## config.mk

```make
export PLATFORM = sky130hd
export DESIGN_NAME = fifo_uart_tx_flat
export DESIGN_NICKNAME = d
export VERILOG_FILES = /design/src/rtl/fifo_uart_pkg.sv /design/src/rtl/fifo_uart_tx_if.sv /design/src/rtl/fifo_uart_tx_baud_gen.sv /design/src/rtl/fifo_uart_tx.sv /design/src/flat_wrapper.sv
export SDC_FILE = /design/constraint.sdc
export NUM_CORES = 1
export LEC_CHECK = 0
export BUFFER_PORTS_ARGS = -buffer_cell sky130_fd_sc_hd__buf_4
export CELL_PAD_IN_SITES_DETAIL_PLACEMENT = 0
export CELL_PAD_IN_SITES_GLOBAL_PLACEMENT = 1
export CORE_MARGIN = 1
export CORE_UTILIZATION = 41
export CTS_CLUSTER_DIAMETER = 50
export DETAILED_ROUTE_END_ITERATION = 16
export GPL_TIMING_DRIVEN = 0
export PLACE_DENSITY = 0.73
export SLEW_MARGIN = 0
export SYNTH_ARGS = -nofsm -noshare
export SYNTH_HDL_FRONTEND = slang
export SYNTH_SLANG_ARGS = --single-unit
```

## constraint.sdc

```tcl
create_clock -name rd_clk -period 2 [get_ports rd_clk]
set_input_delay 0.3 -clock rd_clk [delete_from_list [all_inputs] [get_ports rd_clk]]
set_output_delay 0.3 -clock rd_clk [all_outputs]
set_load 0.05 [all_outputs]
```

## src/rtl/fifo_uart_pkg.sv

```systemverilog
// Shared types and constants for the FIFO-fed UART transmitter.
// FIFO_UART_TX_PARITY_EN adds the PARITY state to the state enum.
package fifo_uart_pkg;

  localparam int CLKS_PER_BIT_DEF = 16;
  localparam int DATA_W           = 8;

  typedef enum logic [2:0] {
    ST_IDLE,
    ST_FETCH,
    ST_START,
    ST_DATA,
`ifdef FIFO_UART_TX_PARITY_EN
    ST_PARITY,
`endif
    ST_STOP
  } uart_state_e;

endpackage

```

## src/rtl/fifo_uart_tx_if.sv

```systemverilog
// FIFO read port plus serial line and status, grouped for the UART transmitter.
// master = FIFO/host side, slave = transmitter.
interface fifo_uart_tx_if;
  import fifo_uart_pkg::*;

  logic              tx_en;
  logic              fifo_empty;
  logic [DATA_W-1:0] fifo_data;
  logic              fifo_rd;
  logic              tx;
  logic              busy;

  modport master (
    output tx_en,
    output fifo_empty,
    output fifo_data,
    input  fifo_rd,
    input  tx,
    input  busy
  );

  modport slave (
    input  tx_en,
    input  fifo_empty,
    input  fifo_data,
    output fifo_rd,
    output tx,
    output busy
  );

endinterface

```

## src/rtl/fifo_uart_tx_baud_gen.sv

```systemverilog
// Bit-period timer: counts while enabled, ticks on the last cycle of each period.
// Zero latency tick (combinational from count); clear has priority over enable.
module uart_baud_gen #(
  parameter int CLKS_PER_BIT = 16
) (
  input  logic clk,
  input  logic reset,
  input  logic clear,
  input  logic enable,
  output logic tick
);

  localparam int CW = (CLKS_PER_BIT > 1) ? $clog2(CLKS_PER_BIT) : 1;
  localparam logic [CW-1:0] TERM = CW'(CLKS_PER_BIT - 1);

  logic [CW-1:0] cnt;

  assign tick = enable && (cnt == TERM);

  always_ff @(posedge clk) begin
    if (reset || clear) begin
      cnt <= '0;
    end else if (enable) begin
      if (tick) cnt <= '0;
      else      cnt <= cnt + CW'(1);
    end
  end

endmodule

```

## src/rtl/fifo_uart_tx.sv

```systemverilog
// FIFO-fed 8N1 UART transmitter; first start bit two cycles after fifo_rd, one frame at a time.
// tx_en only gates new frames; FIFO_UART_TX_PARITY_EN inserts an even-parity bit before stop.
module fifo_uart_tx
  import fifo_uart_pkg::*;
#(
  parameter int CLKS_PER_BIT = CLKS_PER_BIT_DEF
) (
  input  logic           rd_clk,
  input  logic           reset,
  fifo_uart_tx_if.slave  bus
);

  uart_state_e       state;
  logic [DATA_W-1:0] shreg;
  logic [2:0]        bit_cnt;
  logic              tx_q;
  logic              busy_q;
  logic              start;
  logic              baud_clear;
  logic              baud_tick;
`ifdef FIFO_UART_TX_PARITY_EN
  logic              parity_q;
`endif

  // fifo_rd must land in the IDLE cycle itself so the FIFO's registered data is ready in FETCH.
  assign start       = (state == ST_IDLE) && bus.tx_en && !bus.fifo_empty;
  assign bus.fifo_rd = start && !reset;
  assign bus.tx      = tx_q;
  assign bus.busy    = busy_q;
  assign baud_clear  = (state == ST_IDLE) || (state == ST_FETCH);

  uart_baud_gen #(
    .CLKS_PER_BIT (CLKS_PER_BIT)
  ) u_baud (
    .clk    (rd_clk),
    .reset  (reset),
    .clear  (baud_clear),
    .enable (!baud_clear),
    .tick   (baud_tick)
  );

  always_ff @(posedge rd_clk) begin
    if (reset) begin
      state    <= ST_IDLE;
      shreg    <= '0;
      bit_cnt  <= '0;
      tx_q     <= 1'b1;
      busy_q   <= 1'b0;
`ifdef FIFO_UART_TX_PARITY_EN
      parity_q <= 1'b0;
`endif
    end else begin
      case (state)
        ST_IDLE: begin
          if (start) begin
            state  <= ST_FETCH;
            busy_q <= 1'b1;
          end
        end
        ST_FETCH: begin
          shreg    <= bus.fifo_data;
          bit_cnt  <= '0;
          tx_q     <= 1'b0;
          state    <= ST_START;
`ifdef FIFO_UART_TX_PARITY_EN
          parity_q <= ^bus.fifo_data;
`endif
        end
        ST_START: begin
          if (baud_tick) begin
            tx_q  <= shreg[0];
            state <= ST_DATA;
          end
        end
        ST_DATA: begin
          if (baud_tick) begin
            shreg   <= shreg >> 1;
            bit_cnt <= bit_cnt + 3'd1;
            if (bit_cnt == 3'd7) begin
`ifdef FIFO_UART_TX_PARITY_EN
              tx_q  <= parity_q;
              state <= ST_PARITY;
`else
              tx_q  <= 1'b1;
              state <= ST_STOP;
`endif
            end else begin
              tx_q <= shreg[1];
            end
          end
        end
`ifdef FIFO_UART_TX_PARITY_EN
        ST_PARITY: begin
          if (baud_tick) begin
            tx_q  <= 1'b1;
            state <= ST_STOP;
          end
        end
`endif
        ST_STOP: begin
          if (baud_tick) begin
            busy_q <= 1'b0;
            state  <= ST_IDLE;
          end
        end
        default: begin
          tx_q   <= 1'b1;
          busy_q <= 1'b0;
          state  <= ST_IDLE;
        end
      endcase
    end
  end

endmodule
```

## src/flat_wrapper.sv

```systemverilog
// flat-port wrapper written by rule: the top's interface ports become plain ports
module fifo_uart_tx_flat import fifo_uart_pkg::*;
#(
  parameter int CLKS_PER_BIT = CLKS_PER_BIT_DEF
)
  (rd_clk, reset, bus_tx_en, bus_fifo_empty, bus_fifo_data, bus_fifo_rd, bus_tx, bus_busy);
  fifo_uart_tx_if bus_i ();
  input  logic rd_clk;
  input  logic reset;
  input wire logic [$bits(bus_i.tx_en)-1:0] bus_tx_en;
  input wire logic [$bits(bus_i.fifo_empty)-1:0] bus_fifo_empty;
  input wire logic [$bits(bus_i.fifo_data)-1:0] bus_fifo_data;
  output wire logic [$bits(bus_i.fifo_rd)-1:0] bus_fifo_rd;
  output wire logic [$bits(bus_i.tx)-1:0] bus_tx;
  output wire logic [$bits(bus_i.busy)-1:0] bus_busy;
  assign bus_i.tx_en = bus_tx_en;
  assign bus_i.fifo_empty = bus_fifo_empty;
  assign bus_i.fifo_data = bus_fifo_data;
  assign bus_fifo_rd = bus_i.fifo_rd;
  assign bus_tx = bus_i.tx;
  assign bus_busy = bus_i.busy;
  fifo_uart_tx #(.CLKS_PER_BIT(CLKS_PER_BIT)) u_core (.rd_clk(rd_clk), .reset(reset), .bus(bus_i));
endmodule
```

# After elaboration in Yosys (flattened, before gate mapping)
# Cells that the tools add are included.
[word_totals]
reg_bits = 20
latch_bits = 0
ramBits = 0
mem_bits_ro = 0
word_cells = 56
n_memories = 0
[classes]
add_sub_neg = 2
multipliers = 0
div = 0
order_cmp = 0
n_eq_ne = 11
shifts = 0
n_mux = 18
bitwise_logic = 2
reduce_logical = 17
[ops]
columns = ["operator", "count"]
rows = [
  ["3-bit two-way mux", 6],
  ["8-bit one-hot mux with 2 select lines", 1],
  ["3-bit one-hot mux with 5 select lines", 1],
  ["2-bit by 1-bit != test with 1-bit output, second input constant", 5],
  ["8-bit two-way mux", 1],
  ["3-bit by 2-bit equality test with 1-bit output, second input constant", 2],
  ["3-bit equality test, second input constant", 2],
  ["3-bit one-hot mux with 2 select lines", 1],
  ["3-bit AND reduction", 2],
  ["1-bit two-way mux", 5],
  ["5-bit AND reduction", 1],
  ["4-bit by 1-bit adder with 4-bit output, second input constant", 1],
  ["4-bit equality test, second input constant", 1],
  ["1-bit logical AND", 4],
  ["4-bit two-way mux", 1],
  ["1-bit one-hot mux with 4 select lines", 1],
  ["3-bit by 1-bit adder with 3-bit output, second input constant", 1],
  ["3-bit by 1-bit equality test with 1-bit output, second input constant", 1],
  ["1-bit logical NOT", 3],
  ["3-bit logical NOT", 1],
  ["1-bit one-hot mux with 3 select lines", 1],
  ["3-bit OR reduction", 1],
  ["1-bit logical OR", 2],
  ["1-bit inverter", 2],
  ["other kinds (3)", 3],
]

# Longest topological paths before layout
# Gate-level depths: netlist (run 1).
[logic_depth]
ltp_word = 6
ltp_mapped = 6

# By module
# From an unflattened synthesis (run 1), not the netlist that was laid out.
[unflattened]
hier_cells = 121
hier_area_um2 = 999.7
[by_module_without_submodules]
columns = ["mod", "n_inst", "cells_per_inst", "area_per_inst_um2", "seq_area_each_um2"]
rows = [
  ["fifo_uart_tx", 1, 100, 807.0, 320.3],
  ["uart_baud_gen", 1, 21, 192.7, 80.1],
]

# Least setup slack after synthesis (run 1)
# No wires, ideal clock.
[synth_path]
kind = "register to register"
from = "reg u_core.bit_cnt[0]"
to = "reg u_core.state[2]"
setup_ps = 116
t_arrival_ps = 1371
required_time_ps = 1884
setup_slack_ps = 512
stages_incl_launch_ff = 7
period_less_slack_ps = 1488
cell_sequence = "dfxtp_1 ha_1 ha_1 nand2b_1 a211oi_2 nor4_1 a41o_1"
[synth_between]
elab_chain_len = 3
[synth_rtl]
columns = ["element", "line_no", "source"]
rows = [
  ["start, declared", "fifo_uart_tx.sv:15", "logic [2:0] bit_cnt;"],
  ["start signal, assigned", "fifo_uart_tx.sv:78", "bit_cnt <= bit_cnt + 3'd1;"],
  ["3-bit equality test", "fifo_uart_tx.sv:79", "if (bit_cnt == 3'd7) begin"],
  ["2-bit by 1-bit != test with 1-bit output (no source line)", "--", ""],
  ["5-bit AND reduction (no source line)", "--", ""],
  ["end signal, assigned", "fifo_uart_tx.sv:72", "state <= ST_DATA;"],
  ["end signal, assigned", "fifo_uart_tx.sv:85", "state <= ST_STOP;"],
  ["end signal, assigned", "fifo_uart_tx.sv:103", "state <= ST_IDLE;"],
  ["end, declared", "fifo_uart_tx.sv:13", "uart_state_e state;"],
]
# No other way between the ends.
# A chain may end at the register's enable or synchronous reset.

# Final worst setup path (run 1)
[layout_path]
from = "reg u_core.state[0]"
to = "out bus_fifo_rd"
[layout_between]
elab_chain_len = 4
[layout_rtl]
columns = ["element", "line_no", "source"]
rows = [
  ["start signal, assigned", "fifo_uart_tx.sv:44", "state <= ST_IDLE;"],
  ["start signal, assigned", "fifo_uart_tx.sv:56", "state <= ST_FETCH;"],
  ["start signal, assigned", "fifo_uart_tx.sv:64", "state <= ST_START;"],
  ["3-bit logical NOT", "fifo_uart_tx.sv:26", "assign start = (state == ST_IDLE) && bus.tx_en && !bus.fifo_empty;"],
  ["1-bit logical AND (2 in series)", "fifo_uart_tx.sv:26", ""],
  ["1-bit logical AND", "fifo_uart_tx.sv:27", "assign bus.fifo_rd = start && !reset;"],
  ["end, declared", "flat_wrapper.sv:13", "output wire logic [$bits(bus_i.fifo_rd)-1:0] bus_fifo_rd;"],
]
# No other way between the ends.

==> run metrics, run 1 <==
Initial DRC Count=22; CP required=1.70 ns; num ports=15; drt wl/cell=12.4 um; Final period util=85.8%; Mapped Nets=121; largest net degree at the start of global routing=12; Slew Viols, Final=0; post-synthesis compound-gate area fraction=20.9%; RSZ-0062 raised after global routing=false; Longest Clk Path Bufs=2; Net Sw Power=591 uW; Critical Path Sink Type=output port; IO buf count=13; Final ANT Viol Nets=0; synth top area cells=dfxtp_1 40%, mux2i_1 7.0%, nor2_1 5.3%; vias after detailed routing=809; Final Worst Setup Slack=0.284 ns; DR pass1 iterations=4; Starting Density=44.3%; CP Data Arrival Time=1.42 ns; Avg Inst Size Synth=9.43 um^2; DRC=0; Main synth FF type=dfxtp_1; first-pass GRT wire length=3370 um; Synth Area in Simple Gates=20.4%; Total Wirelength=1880 um; largest family of logic cells by synthesized area=compound AO/OA/AOI/OAI gates; Via density=5.36; Hold Buf Count CTS=0; post-synth cell types=40; clock skew=0.00300 ns; Synth Instances=106; kind of critical path=reg2out; post-CTS setup buffers=0; initial antenna violation count=0; Fin. Hold Viols=0; GRT Total Usage=17.3%; pre-CTS setup slack=0.390 ns; Worst-Skew Late Latency=0.29 ns; vias in the first global route=793; DIE HEIGHT=51.4 um; row count=17; top cell type's share of synthesized area=40.1%; clock slew at reported path FFs=0.11 ns; die width=51.4 um; H-tree levels=1; max-cap violation count=0; cts repair resizes=0; clock sinks=20; Crit Path Max Fanout=10; TritonCTS Buffers=3; measured slew at the worst slew-check pin=0.549 ns; yosys warns=0; asr flop ratio synth=0%; Antenna Cells=0; Synth-to-Final Area Change=16.9%; Detail Placement HPWL=1400 um; CTS tree=done; Reg power frac=37.9%; Pleak=0.000512 uW; crit path time final=1.72 ns; Hold Path Class=in2reg; setup_tns=0 ns; post-synthesis mux area share=7.01%; final core occ=51.8%; XOR/XNOR share of the synthesized area=2.63%; setup violation total in the final timing report=0; worst IR drop on VDD=0.628 mV; sequential area share after synthesis=40.1%; Synth Area in Adders=3.75%; GPL Wtd Cong=0.760; Combinational Power Share=46.8%; pwr dens=1280 nW/um^2; Sw Share=39.6%; final net count=139; Synth Register Bits=20; fill count=232; most frequent cells in the layout=20 x dfxtp_1, 14 x nor2_1, 14 x buf_4; Post-synth EDFFs=0; core area=2250 um^2; commonest non-fill, non-tap cell in the layout=dfxtp_1; Netlist Area Pre-Place=1000 um^2; clock group share of total power=15.4%; nature of the critical path startpoint=flip-flop; status=complete, no violations; Int Pwr=902 uW; fmax=583 MHz; GRT overflow=0; share of post-route cells with drive strength above 1=26.0%; Root Driver=clkbuf_4; die footprint=2640 um^2; Max-slew headroom=63.4%; cell taking the most area after synthesis=dfxtp_1
==> cell type report <==
| class | instances | area [um^2] | area share [%] |
|---|---|---|---|
| repair buffers | 13 | 97.6 | 8.35 |
| well taps | 28 | 35.0 | 3.00 |
| flip-flops and latches | 20 | 400 | 34.3 |
| multi-input cells | 76 | 547 | 46.8 |
| plain buffers | 7 | 41.3 | 3.53 |
| inverters | 3 | 11.3 | 0.964 |
| clock buffers | 4 | 36.3 | 3.10 |
==> power groups by stage <==
stage	combinational [uW]	clock, uW	sequential [uW]
2_1_floorplan	521	0	613
3_3_place_gp	697	0	576
3_5_place_dp	698	0	574
4_1_cts	703	243	565
5_1_grt	788	259	581
6_report	698	230	565
==> sequential cells by signal (all words and copies together), names as in the netlist <==
name and cells:
u_core.shreg 8, u_core.u_baud.cnt 4, u_core.bit_cnt 3, u_core.state 3, u_core.bus.busy 1, u_core.bus.tx 1
==> synth_stat cells (2+ instances only) <==
library cell  number
nor2_1            14
nor3_1             5
ha_1               3
a21oi_1            3
nand2b_1           3
nand3_1            3
xor2_1             2
a211oi_1           5
nor2_2             3
inv_1              3
mux2i_1            7
a211oi_2           4
dfxtp_1           20
o21ai_0            2
a22oi_1            2
buf_2              3
==> per-stage QoR <==
step | power, uW | area, um^2 | std cells | hold WS, ns
global placement | 1270 | 1130 | 147 | 0.434
global route | 1630 | 1170 | 151 | 0.274
CTS | 1510 | 1170 | 151 | 0.263
detailed placement | 1270 | 1130 | 147 | 0.439
floorplan | 1130 | 1000 | 106 | 0.418
finish | 1490 | 1170 | 151 | 0.272
==> critical path, cell delays in order, from the launching register on <==
cell     delay (ns)
dfxtp_1        0.33
buf_2          0.18
nor3_1         0.23
and3_1         0.19
buf_4          0.19
==> cells by family (layout without fill, tap and decap cells) <==
group,after synthesis,count (layout)
flops,20,20
buf+inv,10,27
mux,7,7
fa+ha+maj,3,3
xor+xnor,3,3
compound gates,25,25
simple gates,38,38
==> metal layers <==
layer | wire (um) | vias to the layer above | GRT usage (%)
met5 | 0 | - | 0
met3 | 29 | 2 | 3.57
li1 | - | 422 | -
met1 | 956 | 379 | 22.1
met2 | 874 | 6 | 27.5
met4 | 17 | 0 | 8.11
==> path summary, 6_finish.rpt <==
path	from	end	slack, ns	cells past startpoint
setup / recovery	u_core.state[0]	bus_fifo_rd	0.28	4
hold / removal	bus_fifo_data[7]	u_core.shreg[7]	0.27	3
setup reg to reg	u_core.bit_cnt[0]	u_core.state[2]	0.36	6
hold reg to reg	u_core.u_baud.cnt[0]	u_core.u_baud.cnt[0]	0.45	1
No activity file was read; power rests on OpenSTA's default activity.
==> inputs of run 2 (changes only) <==
--- a/config.mk
+++ b/config.mk
@@ -6,14 +6,15 @@
 export NUM_CORES = 1
 export LEC_CHECK = 0
 export BUFFER_PORTS_ARGS = -buffer_cell sky130_fd_sc_hd__buf_4
-export CELL_PAD_IN_SITES_DETAIL_PLACEMENT = 0
-export CELL_PAD_IN_SITES_GLOBAL_PLACEMENT = 1
+export CELL_PAD_IN_SITES_DETAIL_PLACEMENT = 1
+export CELL_PAD_IN_SITES_GLOBAL_PLACEMENT = 2
 export CORE_MARGIN = 1
-export CORE_UTILIZATION = 41
+export CORE_UTILIZATION = 33
 export CTS_CLUSTER_DIAMETER = 50
 export DETAILED_ROUTE_END_ITERATION = 16
 export GPL_TIMING_DRIVEN = 0
-export PLACE_DENSITY = 0.73
+export PLACE_DENSITY = 0.72
+export RECOVER_POWER = 100
 export SLEW_MARGIN = 0
 export SYNTH_ARGS = -nofsm -noshare
 export SYNTH_HDL_FRONTEND = slang
==> run 2 against run 1 <==
Compared with the run above: the run now ends with DRC left; combinational power is 1% lower; clock power is 46% higher; die area is 23% higher; design area is 0.43% lower; routed wire length is 17% higher; core utilization is 10 points lower; largest cell class unchanged; sequential power hardly changed; highest routed layer unchanged; via count is 1.9% higher.
==> run metrics, run 2 (synthesis results as in run 1) <==
vias after detailed routing=824; GRT Total Usage=14.9%; Longest Clk Path Bufs=2; final core occ=41.5%; Critical Path Max Stage Delay=0.33 ns; commonest non-fill, non-tap cell in the layout=dfxtp_1; die width=57.0 um; most frequent cells in the layout=20 x dfxtp_1, 15 x nor2_1, 11 x buf_4; Starting Density=35.6%; num ports=15; Final ANT Viol Nets=0; max-cap violation count=0; post-CTS setup buffers=0; vias in the first global route=801; fill count=333; setup violation total in the final timing report=0; Detail Placement HPWL=1680 um; H-tree levels=1; Synth-to-Final Area Change=16.4%; pwr dens=1370 nW/um^2; fmax=560 MHz; crit-path cells=buf_2 > nor3_1 > and3_1 > clkbuf_2; RSZ-0062 raised after global routing=false; final net count=139; Root Driver=clkbuf_4; first-pass GRT wire length=3720 um; Pleak=0.000510 uW; DR pass1 iterations=9; max reg flops=8; crit path time final=1.79 ns; Total Wirelength=2200 um; Slew Viols, Final=0; failing checks=DRC; nature of the critical path startpoint=flip-flop; Met2 Wirelength=1040 um; DIE HEIGHT=57.0 um; die footprint=3250 um^2; Hold Buf Count CTS=0; CTS tree=done; largest registers=u_core.shreg (8), u_core.u_baud.cnt (4); CP required=1.70 ns; share of post-route cells with drive strength above 1=22.8%; Max-slew headroom=60.3%; drt wl/cell=14.3 um; clock slew at reported path FFs=0.12 ns; Initial DRC Count=19; GPL Wtd Cong=0.693; Crit Path Max Fanout=10; Biggest register=u_core.shreg; Via density=5.35; core area=2810 um^2; row count=19; CP Data Arrival Time=1.49 ns; largest net degree at the start of global routing=13; Worst-Skew Late Latency=0.31 ns; initial antenna violation count=0; Fin Hold WS=0.247 ns; worst IR drop on VDD=0.414 mV; DRC=2; TritonCTS Buffers=3; setup_tns=0 ns; clock skew=0.00630 ns; Hold Path Class=in2reg; Top Metal Used=met4; IO buf count=13; DRT met1 WL=1080 um; clock sinks=20; Fin. Hold Viols=0; status=finished, violations left; Antenna Cells=0; slowest stage cell on the critical path=dfxtp_1; Critical Path Sink Type=output port; measured slew at the worst slew-check pin=0.599 ns; kind of critical path=reg2out; cts repair resizes=0; Final period util=89.3%; Routed met3 length=59 um; GRT overflow=0
-- run 2: per-stage QoR --
step / setup WS, ns / area [um^2] / total power (uW) / instances
after floorplan: 0.512 / 1000 / 1130 / 106
after global placement: 0.381 / 1140 / 1280 / 150
after detailed placement: 0.360 / 1140 / 1300 / 150
after CTS: 0.265 / 1190 / 1640 / 154
after global routing: 0.0941 / 1160 / 1710 / 154
final: 0.213 / 1160 / 1590 / 154
-- run 2: final timing paths --
kind | startpoint | endpoint | slack, ns | cells after the start
worst min-delay path | bus_fifo_data[7] | u_core.shreg[7] | 0.25 | 3
worst max-delay path | u_core.state[0] | bus_fifo_rd | 0.21 | 4
worst min register to register | u_core.u_baud.cnt[0] | u_core.u_baud.cnt[0] | 0.46 | 1
worst max register to register | u_core.u_baud.cnt[0] | u_core.shreg[4] | 0.24 | 6
-- run 2: power breakdown --
| group | switching [uW] | leakage (uW) | internal, uW | total (uW) |
|---|---|---|---|---|
| registers | 59.5 | 0.000163 | 509 | 568 |
| clock network | 132 | 0.0000279 | 203 | 335 |
| logic | 425 | 0.000319 | 265 | 690 |
| total | 617 | 0.000510 | 976 | 1590 |
-- run 2: area by class of cell --
class | instances | area [um^2] | share of cell area (%)
plain buffers | 7 | 41.3 | 3.55
inverters | 3 | 11.3 | 0.968
clock buffers | 3 | 22.5 | 1.94
multi-input cells | 76 | 532 | 45.7
well taps | 31 | 38.8 | 3.33
flip-flops and latches | 20 | 400 | 34.4
repair buffers | 13 | 87.6 | 7.53
clock inverters | 1 | 30.0 | 2.58
-- run 2: metal layers --
layer  vias up  GRT usage (%)
met1       391           18.8
met5         -              0
li1        422              -
met2         7           24.4
met4         0           5.23
met3         4           4.08
-- run 2: critical path, delay by kind of cell, from the launching register on --
family | cells | cell delay [ns]
AND/OR/NAND/NOR | 2 | 0.41
buffers and inverters | 2 | 0.45
flip-flops | 1 | 0.33
